File: config.mk
export PLATFORM = sky130hd
export DESIGN_NAME = segapad_responder
export DESIGN_NICKNAME = d
export VERILOG_FILES = /design/src/rtl/segapad_responder.sv
export SDC_FILE = /design/constraint.sdc
export NUM_CORES = 1
export LEC_CHECK = 0
export CAP_MARGIN = 5
export CORE_MARGIN = 1.5
export CORE_UTILIZATION = 55
export DETAILED_ROUTE_END_ITERATION = 7
export DONT_BUFFER_PORTS = 1
export PLACE_DENSITY = 0.7
export SLEW_MARGIN = 20
export SYNTH_ARGS = -nofsm -noshare
export SYNTH_HDL_FRONTEND = slang
export SYNTH_SLANG_ARGS = --single-unit
export TNS_END_PERCENT = 50
File: constraint.sdc
create_clock -name clk -period 2.55 [get_ports clk]
set_clock_uncertainty 0.05 [all_clocks]
set_input_delay 0.255 -clock clk [delete_from_list [all_inputs] [get_ports clk]]
set_output_delay 0.255 -clock clk [all_outputs]
set_load 0.05 [all_outputs]
File: src/rtl/segapad_responder.sv
// Sega Genesis 3/6-button pad responder for a SERJOYSTICK-style user port.
// Tracks TH falling edges to step through the 6-button read sequence.
module segapad_responder #(
    parameter int TIMEOUT_CYCLES = 75000
) (
    input  logic        clk,
    input  logic        reset_n,
    input  logic [11:0] joy,
    input  logic        six_btn,
    input  logic        th_in,
    output logic [5:0]  pad_out,
    output logic [2:0]  phase
);

    localparam int TW = $clog2(TIMEOUT_CYCLES + 1);
    localparam logic [TW-1:0] TMAX = TW'(TIMEOUT_CYCLES);
    localparam logic [TW-1:0] TEXP = TW'(TIMEOUT_CYCLES - 1);

    logic          r_th_s1;
    logic          r_th_s2;
    logic          r_th_prev;
    logic [TW-1:0] r_timer;
    logic [2:0]    r_phase;
    logic [5:0]    r_pad;

    logic       w_fall;
    logic       w_rise;
    logic       w_edge;
    logic       w_tend;
    logic       w_six3;
    logic       w_six4;
    logic [5:0] w_pad_nxt;

    assign w_fall = r_th_prev & ~r_th_s2;
    assign w_rise = ~r_th_prev & r_th_s2;
    assign w_edge = w_fall | w_rise;
    assign w_tend = (r_timer == TEXP);
    assign w_six3 = six_btn && (r_phase == 3'd3);
    assign w_six4 = six_btn && (r_phase == 3'd4);

    // Output follows the edge-detect flop so level and phase change together.
    always_comb begin
        w_pad_nxt = 6'b111111;
        if (r_th_prev) begin
            if (w_six3)
                w_pad_nxt = ~{joy[6], joy[5], joy[8], joy[9], joy[10], joy[11]};
            else
                w_pad_nxt = ~{joy[6], joy[5], joy[0], joy[1], joy[2], joy[3]};
        end else begin
            if (w_six3)
                w_pad_nxt = {~joy[7], ~joy[4], 4'b0000};
            else if (w_six4)
                w_pad_nxt = {~joy[7], ~joy[4], 4'b1111};
            else
                w_pad_nxt = {~joy[7], ~joy[4], 2'b00, ~joy[2], ~joy[3]};
        end
    end

    always_ff @(posedge clk or negedge reset_n) begin
        if (!reset_n) begin
            r_th_s1   <= 1'b1;
            r_th_s2   <= 1'b1;
            r_th_prev <= 1'b1;
            r_timer   <= '0;
            r_phase   <= 3'd0;
            r_pad     <= 6'b111111;
        end else begin
            r_th_s1   <= th_in;
            r_th_s2   <= r_th_s1;
            r_th_prev <= r_th_s2;
            r_pad     <= w_pad_nxt;

            if (w_edge)
                r_timer <= '0;
            else if (r_timer != TMAX)
                r_timer <= r_timer + 1'b1;

            // A falling edge on the expiry cycle starts a fresh sequence.
            if (w_fall) begin
                if (w_tend)
                    r_phase <= 3'd1;
                else if (r_phase != 3'd5)
                    r_phase <= r_phase + 3'd1;
            end else if (w_tend && !w_rise) begin
                r_phase <= 3'd0;
            end
        end
    end

    assign pad_out = r_pad;
    assign phase   = r_phase;

endmodule

==> Yosys cells after proc, flatten, opt, wreduce, memory -nomap -nowiden <==
Cells that the tools add are included.
{ "op_classes": {"n_addsub": 2, "n_mux": 10, "n_eq_ne": 6, "shifts": 0, "div_mod_pow": 0, "mul": 0, "bitwise": 11, "reduce_logical": 7, "n_lt_le_gt_ge": 0} }
{ "ops": {"columns": ["operator", "count"], "rows": [
  ["two-way mux 17 bit", 2],
  ["adder 17 x 1 -> 17 bit (second input constant)", 1],
  ["equality test 17 bit (second input constant)", 1],
  ["inequality test 17 bit (second input constant)", 1],
  ["two-way mux 3 bit", 4],
  ["two-way mux 6 bit", 2],
  ["inverter 6 bit", 2],
  ["two-way mux 4 bit", 2],
  ["inverter 1 bit", 6],
  ["nonzero test 2 bit", 2],
  ["adder 3 x 1 -> 3 bit (second input constant)", 1],
  ["equality test 3 x 2 -> 1 bit (second input constant)", 1],
  ["equality test 3 bit (second input constant)", 1],
  ["logical AND 1 bit", 3],
  ["inequality test 3 x 1 -> 1 bit (second input constant)", 1],
  ["inequality test 3 bit (second input constant)", 1],
  ["bitwise AND 1 bit", 2],
  ["AND reduction 2 bit", 1],
  ["logical NOT 1 bit", 1],
  ["bitwise OR 1 bit", 1]
]} }
{ "totals": {"input_bits": 16, "out_inout_bits": 9, "ramBits": 0, "latchBits": 0, "mem_count": 0, "word_cells": 42, "mem_bits_ro": 0, "ff_bits": 29} }

==> Depth between registers and ports, before layout <==
Gate-level depths: netlist (run 1).
{ "logic_depth": {"ltp_word": 6, "depth_mapped": 6, "ltp_nobuf": 6} }

==> Worst setup path before layout (run 1) <==
Ideal clock, no wire load.
{ "synth_path": {"kind": "register -> register", "start": "register r_timer[9]", "end": "register r_phase[0] (netlist: phase[0])", "t_arrival_ps": 1799, "slack_ps": 606, "path_buffers": 0, "required_ps": 2405, "setup_time_ps": 95, "synth_period_minus_slack_ps": 1944, "stages_incl_launch_ff": 5, "cell_sequence": "dfrtp_1 > or4b_4 > or4_4 > o221a_1 > o31ai_1"} }
{ "synth_between": {"elab_chain_len": 4, "elab_cells_between_ends": 7, "cone_classes": "eq/ne: 2; mux: 2; reduce/logical: 3"} }
{ "synth_rtl": {"columns": ["element", "line_no", "text"], "rows": [
  ["start, declared", "22", "logic [TW-1:0] r_timer;"],
  ["start signal, assigned", "76", "r_timer <= r_timer + 1'b1;"],
  ["equality test 17 bit *", "37", "assign w_tend = (r_timer == TEXP);"],
  ["logical AND 1 bit", "84", "end else if (w_tend && !w_rise) begin"],
  ["nonzero test 2 bit (no source line)", null, null],
  ["AND reduction 2 bit (no source line)", null, null],
  ["end signal, assigned", "83", "r_phase <= r_phase + 3'd1;"],
  ["end, declared", "23", "logic [2:0] r_phase;"]
]} }
Mark *: on every way between the ends. The rest lies on a longest branch, timed or not.
A chain may end at the register's enable or synchronous reset.

==> Worst setup path after layout (run 1) <==
{ "layout_path": {"start": "register r_timer[9]", "end": "register r_phase[2] (netlist: phase[2])"} }
Same word-level chain as after synthesis.

==> parameters.txt, run 1 <==
Parameter                              Value

Clock network
  Maximum buffer depth of the clock tree    2
  Clock tree root driver cell    sky130_fd_sc_hd__clkbuf_4
  Clock tree from TritonCTS    yes
  Clock Sink Count    29
  H-tree lvl count    2
  Clock slew seen by the registers of the worst setup and hold paths    ~90 ps
  Skew-Pair Late Insertion Delay    roughly 320 ps
  Cts bufs inserted    5
  PostCTS Resize Cnt    0

Die
  DIE HEIGHT    approximately 56 um
  Count of standard-cell rows    18
  Starting density of the core    59.9%
  Overall die width    around 56 um
  Core ar.    between 2000 and 3000 um^2
  IO Count    25
  Die area    around 3100 um^2

Critical path
  Kind of end point of the critical path    flop
  Critical-path cell with the highest stage delay    sky130_fd_sc_hd__or4b_4
  Register-to-Register Path Depth    4
  Stages on the worst setup path    4
  Family of cells with the greatest summed delay on the critical path    simple AND/OR/NAND/NOR gates
  WP data arrival    between 2000 and 2500 ps
  Worst Path Max Fanout    6
  Slowest cell delay on critical path    slightly below 600 ps
  Number of buffer and inverter instances along the worst setup path    0
  Ordered list of cells on the worst path    or4b_4 > or4_4 > nor2_1 > o31ai_1
  Critical path start-end classification    flop to flop
  Setup crit start kind    flop
  Required time of the critical path    between 2000 and 3000 ps

Yosys
  Post-Synthesis Mean Instance Area    10.8 um^2
  Share of the synthesized area in compound gates (AO/OA/AOI/OAI)    under 10%
  Fraction of synthesized area in multiplexers    3.25%
  Share of synthesized cell area in full adder, half adder and majority cells    between 6 and 7%
  Share of Yosys cell area claimed by the top area cell type    32.5%
  Share of synthesized cell area in and, or, nand and nor gates    23.1%
  Seq cells post-synth    29
  Post-synth net total    167
  Cell type with the highest aggregate area in the netlist    sky130_fd_sc_hd__dfrtp_1
  Synth area leaders    sky130_fd_sc_hd__dfrtp_1 (33%), sky130_fd_sc_hd__dfstp_2 (15%), sky130_fd_sc_hd__ha_1 (6.5%)
  Count of different cell masters after synthesis    33
  Number of standard cells after synthesis    about 140
  Post-synthesis sequential area ratio    47.9%
  Warnings, synthesis    0
  Main combinational cell family by area after synthesis    simple AND/OR/NAND/NOR gates
  Cell area after technology mapping    about 1500 um^2
  XOR/XNOR share of the synthesized area    5.70%

Pwr
  Total internal power    0.000782 W
  Power consumption    roughly 0.0012 W
  Switching power total    0.000452 W
  Sequential power share    a little over half
  Pwr Density    718 nW/um^2
  Fraction of power spent switching nets    a little over a third
  Combinational share of power    roughly 20%
  Power share of the clock group    around 26%
  Peak supply drop    ~570 uV
  Reported leakage power    between 0.7 and 0.8 nW

STA
  Relative max-transition margin    between 50% and 60%
  Least-Margin Pin Slew    ~640 ps
  Final count of hold timing violations    0
  Highest clock rate    491 MHz
  Finish-stage setup viols    0
  Setup_tns    0 ps
  Share of the cycle needed by the critical path after routing    approximately four fifths
  Unrepaired setup endpoints after global routing    no
  Fin. max-slew vios    0
  Min cycle time layout    between 2000 and 2500 ps

Worst hold path
  Worst Hold Path Cells    2
  Worst min-delay path class    input pin to flop

Global routing
  Antenna violations before repair    0
  Largest net degree at the start of global routing    30
  Grt ovf    0
  Global routing usage summed across all routing layers    20.7%
  Vias in the first global route    approximately 1,100
  Wire length of the first global-routing pass    4.98 mm

Final layout
  Proportion of layout cells with a drive suffix above 1    between 10% and 20%
  Commonest cells after routing, fill and taps aside    sky130_fd_sc_hd__dfrtp_1 (20), sky130_fd_sc_hd__inv_1 (11), sky130_fd_sc_hd__and2_1 (11)
  Storage cell area    737 um^2
  Filler cell count    190
  Total area of multi-input combinational cells    between 700 and 800 um^2
  Most frequent standard cell in the layout excluding fill and tap cells    sky130_fd_sc_hd__dfrtp_1
  Antenna Diode Count    0
  Layout-stage area growth over the synthesis result    11.7%
  Number of nets in the layout    roughly 180

Placement
  Port-buffer cells    0
  Placer's final routability congestion estimate    about 0.80
  HPWL reported at the end of detailed placement    roughly 1.9 mm

Detailed routing
  Detailed Route WL    about 2.7 mm
  Average via count per standard cell    a little under 6
  Final antenna-violating net count    0
  Detailed router's first-iteration violation count    31
  Initial DRT Pass Iterations    4
  Post-detailed-route wirelength per cell    between 10 and 15 um
  Vias    1,068
  DRC violation count after routing    0

Job
  Max-Cap Viols    0

Outcome
  Result of the run    complete, no violations
power groups by stage:
stage          registers, W  logic [W]  clock network (W)
6_report           0.000674   0.000245           0.000315
2_1_floorplan      0.000702   0.000147                  0
3_5_place_dp       0.000683   0.000223                  0
3_3_place_gp       0.000681   0.000214                  0
5_1_grt            0.000683   0.000280           0.000348
4_1_cts            0.000675   0.000246           0.000326
synthesized netlist by cell type (all sizes together):
library cell  instances
and4                  3
and2                 11
dfrtp                20
o21ai                 6
nor4                  2
o31ai                 4
a21o                  2
nor3b                 1
ha                    8
nor2                  5
or4                   1
or3                   4
dfstp                 9
nand2                 7
nor2b                 2
o211ai                1
mux2i                 5
o21a                  1
nand2b                1
nand4b                2
nand3                 7
and3                  2
xnor2                 9
inv                  11
xor2                  1
o221a                 1
a311o                 2
a21boi                4
nand4                 5
or4b                  2
clkbuf                4
worst paths after layout:
kind,from,end,slack [ps]
max,r_timer[9]$_DFFE_PN0P_,phase[2]$_DFFE_PN0P_,510
min in group asynchronous,reset_n,r_timer[1]$_DFFE_PN0P_,310
min,joy[1],pad_out[2]$_DFF_PN1_,90
max in group asynchronous,reset_n,r_th_s2$_DFF_PN1_,1910
min reg2reg,r_th_s1$_DFF_PN1_,r_th_s2$_DFF_PN1_,310
max reg2reg,r_timer[9]$_DFFE_PN0P_,phase[2]$_DFFE_PN0P_,510
stage by stage:
step / util, % / setup WS [ps] / cells / area (um^2) / hold WS [ps]
floorplan: - / 606 / 143 / 1540 / -90.6
global placement: 61.1 / 576 / 170 / 1570 / -90.0
detailed placement: 61.1 / 517 / 170 / 1570 / -90.0
CTS: 66.9 / 510 / 185 / 1720 / 76.2
global route: 66.9 / 388 / 185 / 1720 / 61.2
finish: 66.9 / 513 / 185 / 1720 / 90.7
area by class of cell:
cell class	count	share of cell area [%]
flip-flops and latches	29	42.9
multi-input cells	99	43.3
clock buffers	7	3.79
well taps	30	2.18
clock inverters	1	0.291
inverters	11	2.40
repair buffers	8	5.10
metal layers:
| layer | up-vias | track usage [%] | routed length, um |
|---|---|---|---|
| met5 | - | 0 | 0 |
| met4 | 0 | 9.86 | 50 |
| met3 | 8 | 7.21 | 118 |
| met2 | 25 | 31.3 | 1290 |
| met1 | 507 | 26.6 | 1280 |
| li1 | 528 | - | - |
worst reg2reg max path: cells and delay by family, from the launching register on:
family | cells | cell delay [ps]
flops | 1 | 450
compound gates | 1 | 90
simple gates | 3 | 1340
repair_timing:
item | 4_1_cts | 5_1_grt
hold buffers | 7 | 0
buffers inserted | 0 | 0
hold endpoints to repair | 32 | 0
flip-flops by register name, summed over array words and instances, names as in the netlist:
signal,count
r_th_prev,1
pad_out,6
phase,3
r_th_s1,1
r_timer,17
r_th_s2,1
logic make-up after synthesis:
family                     Yosys count
xor gates and xnor gates            10
and+or+nand+nor                     55
DFF                                 29
muxes                                5
buffers and inverters               15
AOI/OAI and AO/OA                   21
adders and majority gates            8
(Power assumes the default switching activity.)
==> inputs of run 2 (changes only) <==
clock period = 2 ns   (was 2.55 ns; I/O delays follow)
==> run 2 against run 1 <==
Clock-buffer cell count down 2. Routed wire length up 9.8%. Cell count up 5.4%. Core utilization grew 2.7 points. Critical path type unchanged. Largest power group unchanged. Highest routed layer unchanged.
==> parameters.txt, run 2 (same netlist as run 1, synthesis figures left out) <==
Parameter                              Value

Pwr
  Fraction of power spent switching nets    a little under two fifths
  Total internal power    ~0.00096 W
  Sequential power share    about 50%
  Power share of the clock group    22.3%
  Power consumption    around 0.0016 W
  Reported leakage power    slightly above 0.8 nW
  Pwr Density    873 nW/um^2
  Combinational share of power    a little over a quarter
  Switching power total    0.000597 W
  Peak supply drop    ~740 uV

Final layout
  Filler cell count    200
  Commonest cells after routing, fill and taps aside    sky130_fd_sc_hd__dfrtp_1 (20), sky130_fd_sc_hd__inv_1 (11), sky130_fd_sc_hd__and2_1 (11), sky130_fd_sc_hd__buf_4 (11)
  Storage cell area    around 740 um^2
  Register ranked first by flip-flop count    r_timer
  Number of nets in the layout    between 150 and 200
  Total area of multi-input combinational cells    753 um^2
  Layout-stage area growth over the synthesis result    16.2%
  Largest register FFs    17
  Proportion of layout cells with a drive suffix above 1    22.4%
  Antenna Diode Count    0
  Most frequent standard cell in the layout excluding fill and tap cells    sky130_fd_sc_hd__dfrtp_1

Detailed routing
  Detailed router's first-iteration violation count    37
  Average via count per standard cell    5.81
  Final antenna-violating net count    0
  Detailed Route WL    about 3.0 mm
  DRC violation count after routing    0
  Post-detailed-route wirelength per cell    15.4 um
  Vias    1,132
  Initial DRT Pass Iterations    4

Global routing
  Antenna violations before repair    0
  Global routing usage summed across all routing layers    between 20% and 30%
  Vias in the first global route    about 1,100
  Largest net degree at the start of global routing    30
  Wire length of the first global-routing pass    5.18 mm
  Grt ovf    0

STA
  Least-Margin Pin Slew    475 ps
  Finish-stage setup viols    0
  Smallest hold slack    around 21 ps
  Highest clock rate    approximately 500 MHz
  Min cycle time layout    roughly 2000 ps
  Share of the cycle needed by the critical path after routing    between 90 and 100%
  Relative max-transition margin    around two thirds
  Unrepaired setup endpoints after global routing    yes
  Final count of hold timing violations    0
  Fin. max-slew vios    0
  Setup_tns    0 ps

Worst hold path
  Worst min-delay path class    input pin to flop

Clock network
  Clock Sink Count    29
  Skew-Pair Late Insertion Delay    around 330 ps
  Clock slew seen by the registers of the worst setup and hold paths    approximately 90 ps
  Clock tree root driver cell    sky130_fd_sc_hd__clkbuf_4
  Clock tree from TritonCTS    yes
  Maximum buffer depth of the clock tree    2
  H-tree lvl count    2
  Cts bufs inserted    5

Placement
  Port-buffer cells    0
  Placer's final routability congestion estimate    approximately 0.83
  HPWL reported at the end of detailed placement    between 2 and 2.5 mm

Critical path
  Setup crit start kind    flop
  Critical path start-end classification    flop to flop
  WP data arrival    between 2000 and 2500 ps
  Required time of the critical path    between 2000 and 2500 ps
  Worst Path Max Fanout    4
  Kind of end point of the critical path    flop

Die
  Overall die width    approximately 56 um
  IO Count    25
  Die area    3120 um^2
  Core ar.    ~2600 um^2
  Starting density of the core    between 50% and 60%
  Count of standard-cell rows    18
  DIE HEIGHT    roughly 56 um

Job
  Max-Cap Viols    0

Outcome
  Result of the run    complete, no violations
==> run 2: metal layers <==
layer  wire length, um  global-route usage, %  vias up
met5                 0                      0        -
met2              1440                   34.9       28
met1              1340                   27.8      547
met4                92                   11.9        0
li1                  -                      -      548
met3               122                   5.35        9
==> run 2: final cells by class <==
class / instances / area share (%)
Inverter: 11 / 2.31
Timing Repair Buffer: 18 / 9.10
Clock buffer: 5 / 2.10
Sequential cell: 29 / 41.2
Multi-Input combinational cell: 99 / 42.2
Clock inverter: 3 / 0.980
Tap cell: 30 / 2.10
==> run 2: timing repair <==
item | CTS | global route
pin swaps | 0 | 2
hold endpoints to repair | 32 | 0
endpoints found under the setup margin | 1 | 6
buffers inserted | 1 | 2
hold buffers | 7 | 0
gates resized for setup | 0 | 3
==> run 2: per-stage QoR <==
step	worst slack (ps)	std cells	instance area [um^2]	utilization, %
2_1_floorplan	56.1	143	1540	-
3_3_place_gp	85.4	177	1620	63.1
3_5_place_dp	26.4	177	1620	63.1
4_1_cts	9.73	193	1760	68.7
5_1_grt	-34.6	195	1790	69.6
6_report	1.21	195	1790	69.6
==> run 2: final timing paths <==
kind | slack [ps] | depth (start not counted) | startpoint | to
worst max register to register | 1 | 4 | r_timer[8]$_DFFE_PN0P_ | phase[0]$_DFFE_PN0P_
worst min register to register | 310 | 0 | r_th_s1$_DFF_PN1_ | r_th_s2$_DFF_PN1_
max in group asynchronous | 1420 | 2 | reset_n | pad_out[1]$_DFF_PN1_
min in group asynchronous | 240 | 2 | reset_n | r_timer[0]$_DFFE_PN0P_
worst max-delay path | 1 | 4 | r_timer[8]$_DFFE_PN0P_ | phase[0]$_DFFE_PN0P_
worst min-delay path | 20 | 2 | joy[1] | pad_out[2]$_DFF_PN1_
==> run 2: power groups by stage <==
stage	sequential (W)	combinational [W]	clock, W
2_1_floorplan	0.000895	0.000187	0
3_3_place_gp	0.000794	0.000385	0
3_5_place_dp	0.000796	0.000395	0
4_1_cts	0.000785	0.000425	0.000364
5_1_grt	0.000797	0.000477	0.000384
6_report	0.000784	0.000427	0.000347
==> run 2: worst max-delay path: stages (launching register included) <==
cell	delay (ps)
sky130_fd_sc_hd__dfrtp_1	390
sky130_fd_sc_hd__or4b_4	570
sky130_fd_sc_hd__or4_4	560
sky130_fd_sc_hd__o221a_1	280
sky130_fd_sc_hd__o31ai_2	70
==> inputs of run 3 (changes only) <==
SETUP_SLACK_MARGIN = 0.05   (was not set)
==> run 3 against run 2 <==
Non-clock buffer count grew 2. Critical path type unchanged. Clock power grew 1%. Sequential power is essentially flat. Largest cell class unchanged. Critical endpoint unchanged.
==> parameters.txt, run 3 (same netlist as run 1, synthesis figures left out) <==
Parameter                              Value

Outcome
  Result of the run    complete, no violations

Global routing
  Largest net degree at the start of global routing    30
  Wire length of the first global-routing pass    5.22 mm
  Global routing usage summed across all routing layers    roughly 22%
  Antenna violations before repair    0
  Global Route met3 Usage    under 10%
  Grt ovf    0
  Most used routing layer in global routing    met2
  Fraction of met2 tracks used by global routing    between 30% and 40%
  Vias in the first global route    about 1,100
  Met1 global-route usage    between 20 and 30%

Detailed routing
  DRC violation count after routing    0
  Initial DRT Pass Iterations    4
  Average via count per standard cell    5.71
  Post-detailed-route wirelength per cell    around 16 um
  Detailed Route WL    between 3 and 4 mm
  Detailed router's first-iteration violation count    36
  Final antenna-violating net count    0
  Vias    ~1,100

Final layout
  Most frequent standard cell in the layout excluding fill and tap cells    sky130_fd_sc_hd__dfrtp_1
  Register ranked first by flip-flop count    r_timer
  Proportion of layout cells with a drive suffix above 1    between 20% and 30%
  Antenna Diode Count    0
  Number of nets in the layout    between 150 and 200
  Layout-stage area growth over the synthesis result    17.2%
  Commonest cells after routing, fill and taps aside    sky130_fd_sc_hd__dfrtp_1 (19), sky130_fd_sc_hd__buf_4 (13), sky130_fd_sc_hd__inv_1 (11), sky130_fd_sc_hd__and2_1 (11)
  Largest register FFs    17
  Final standard cell area without fillers    roughly 1800 um^2

Die
  Die area    3120 um^2
  Core ar.    2570 um^2
  Starting density of the core    between 50 and 60%
  Count of standard-cell rows    18
  IO Count    25
  DIE HEIGHT    roughly 56 um
  Overall die width    ~56 um

Critical path
  Critical-path cell with the highest stage delay    sky130_fd_sc_hd__or4_4
  Kind of end point of the critical path    flop
  FF-to-FF End    phase[0]$_DFFE_PN0P_
  Critical path start-end classification    flop to flop
  Startpoint of the most critical setup path    r_timer[8]$_DFFE_PN0P_
  Setup slack of the worst register-to-register path    ~37 ps
  Required time of the critical path    2200 ps
  Worst Path Max Fanout    4
  Setup crit start kind    flop
  Family of cells with the greatest summed delay on the critical path    simple AND/OR/NAND/NOR gates
  Slowest cell delay on critical path    550 ps
  Number of buffer and inverter instances along the worst setup path    0
  Register-to-Register Path Depth    4
  WP data arrival    around 2200 ps
  Stages on the worst setup path    4
  Setup crit end    phase[0]$_DFFE_PN0P_
  Critical register-to-register path startpoint    r_timer[8]$_DFFE_PN0P_
  Ordered list of cells on the worst path    or4b_4 > or4_4 > o221a_1 > o31ai_2

Placement
  HPWL reported at the end of detailed placement    between 2 and 2.5 mm
  Port-buffer cells    0
  Cell area after placement    approximately 1600 um^2
  Placer's final routability congestion estimate    0.833

Worst hold path
  Worst min-delay path class    input pin to flop

STA
  Fin. max-slew vios    0
  Relative max-transition margin    68.9%
  Least-Margin Pin Slew    466 ps
  Share of the cycle needed by the critical path after routing    about 98%
  Finish-stage setup viols    0
  Unrepaired setup endpoints after global routing    yes
  Min cycle time layout    about 2000 ps
  Final count of hold timing violations    0
  Setup_tns    0 ps
  Highest clock rate    between 500 and 600 MHz

Clock network
  Skew-Pair Late Insertion Delay    roughly 340 ps
  Cts bufs inserted    5
  Clock slew seen by the registers of the worst setup and hold paths    100 ps
  Clock Sink Count    29
  H-tree lvl count    2
  Clock tree root driver cell    sky130_fd_sc_hd__clkbuf_4
  Clock tree from TritonCTS    yes
  Maximum buffer depth of the clock tree    2

Pwr
  Reported leakage power    0.822 nW
  Pwr Density    between 800 and 900 nW/um^2
  Peak supply drop    around 740 uV

Job
  Max-Cap Viols    0
## run 3: cell count changes in the layout (fill, tap and decap cells not counted), sizes merged
cell and delta:
buf +2
## run 3: where the power goes
| group | switching, W | internal [W] | leakage [nW] |
|---|---|---|---|
| logic | 0.000264 | 0.000162 | 0.427 |
| registers | 0.000117 | 0.000668 | 0.364 |
| clock network | 0.000220 | 0.000132 | 0.0310 |
## run 3: worst min path at each step
stage                     startpoint                      to  cells after the start
after CTS                     joy[1]    pad_out[2]$_DFF_PN1_                      2
after detailed placement     reset_n  r_timer[0]$_DFFE_PN0P_                      0
after global routing          joy[1]    pad_out[2]$_DFF_PN1_                      2
final                         joy[1]    pad_out[2]$_DFF_PN1_                      2
after global placement       reset_n  r_timer[0]$_DFFE_PN0P_                      0
after floorplan              reset_n    phase[0]$_DFFE_PN0P_                      0
## run 3: what timing repair did
| action | in CTS | in global routing |
|---|---|---|
| endpoints found under the setup margin | 3 | 6 |
| pin swaps | 2 | 3 |
| gates resized for setup | 0 | 4 |
| hold buffers | 7 | 0 |
| hold endpoints to repair | 32 | 0 |
| buffers inserted | 3 | 2 |
## run 3: per-stage QoR
stage / hold slack [ps] / setup slack, ps / instances / utilization, % / power (W)
2_1_floorplan: -146 / 56.1 / 143 / - / 0.00108
3_3_place_gp: -145 / 85.4 / 177 / 63.1 / 0.00118
3_5_place_dp: -145 / 26.4 / 177 / 63.1 / 0.00119
4_1_cts: 8.56 / 28.2 / 195 / 69.2 / 0.00157
5_1_grt: 14.8 / 0.904 / 197 / 70.2 / 0.00166
6_report: 17.1 / 37.2 / 197 / 70.2 / 0.00156
## run 3: metal layers
metal,up-vias,part of all wire (%)
met1,540,45
met4,0,3.2
met2,24,48
met3,9,3.7
met5,-,0
li1,551,-
## run 3: final cells by class
class	instances	area (um^2)
clock inverters	3	17.5
fillers	196	764
well taps	30	37.5
clock buffers	5	37.5
inverters	11	41.3
flip-flops and latches	29	738
multi-input cells	99	753
repair buffers	20	178
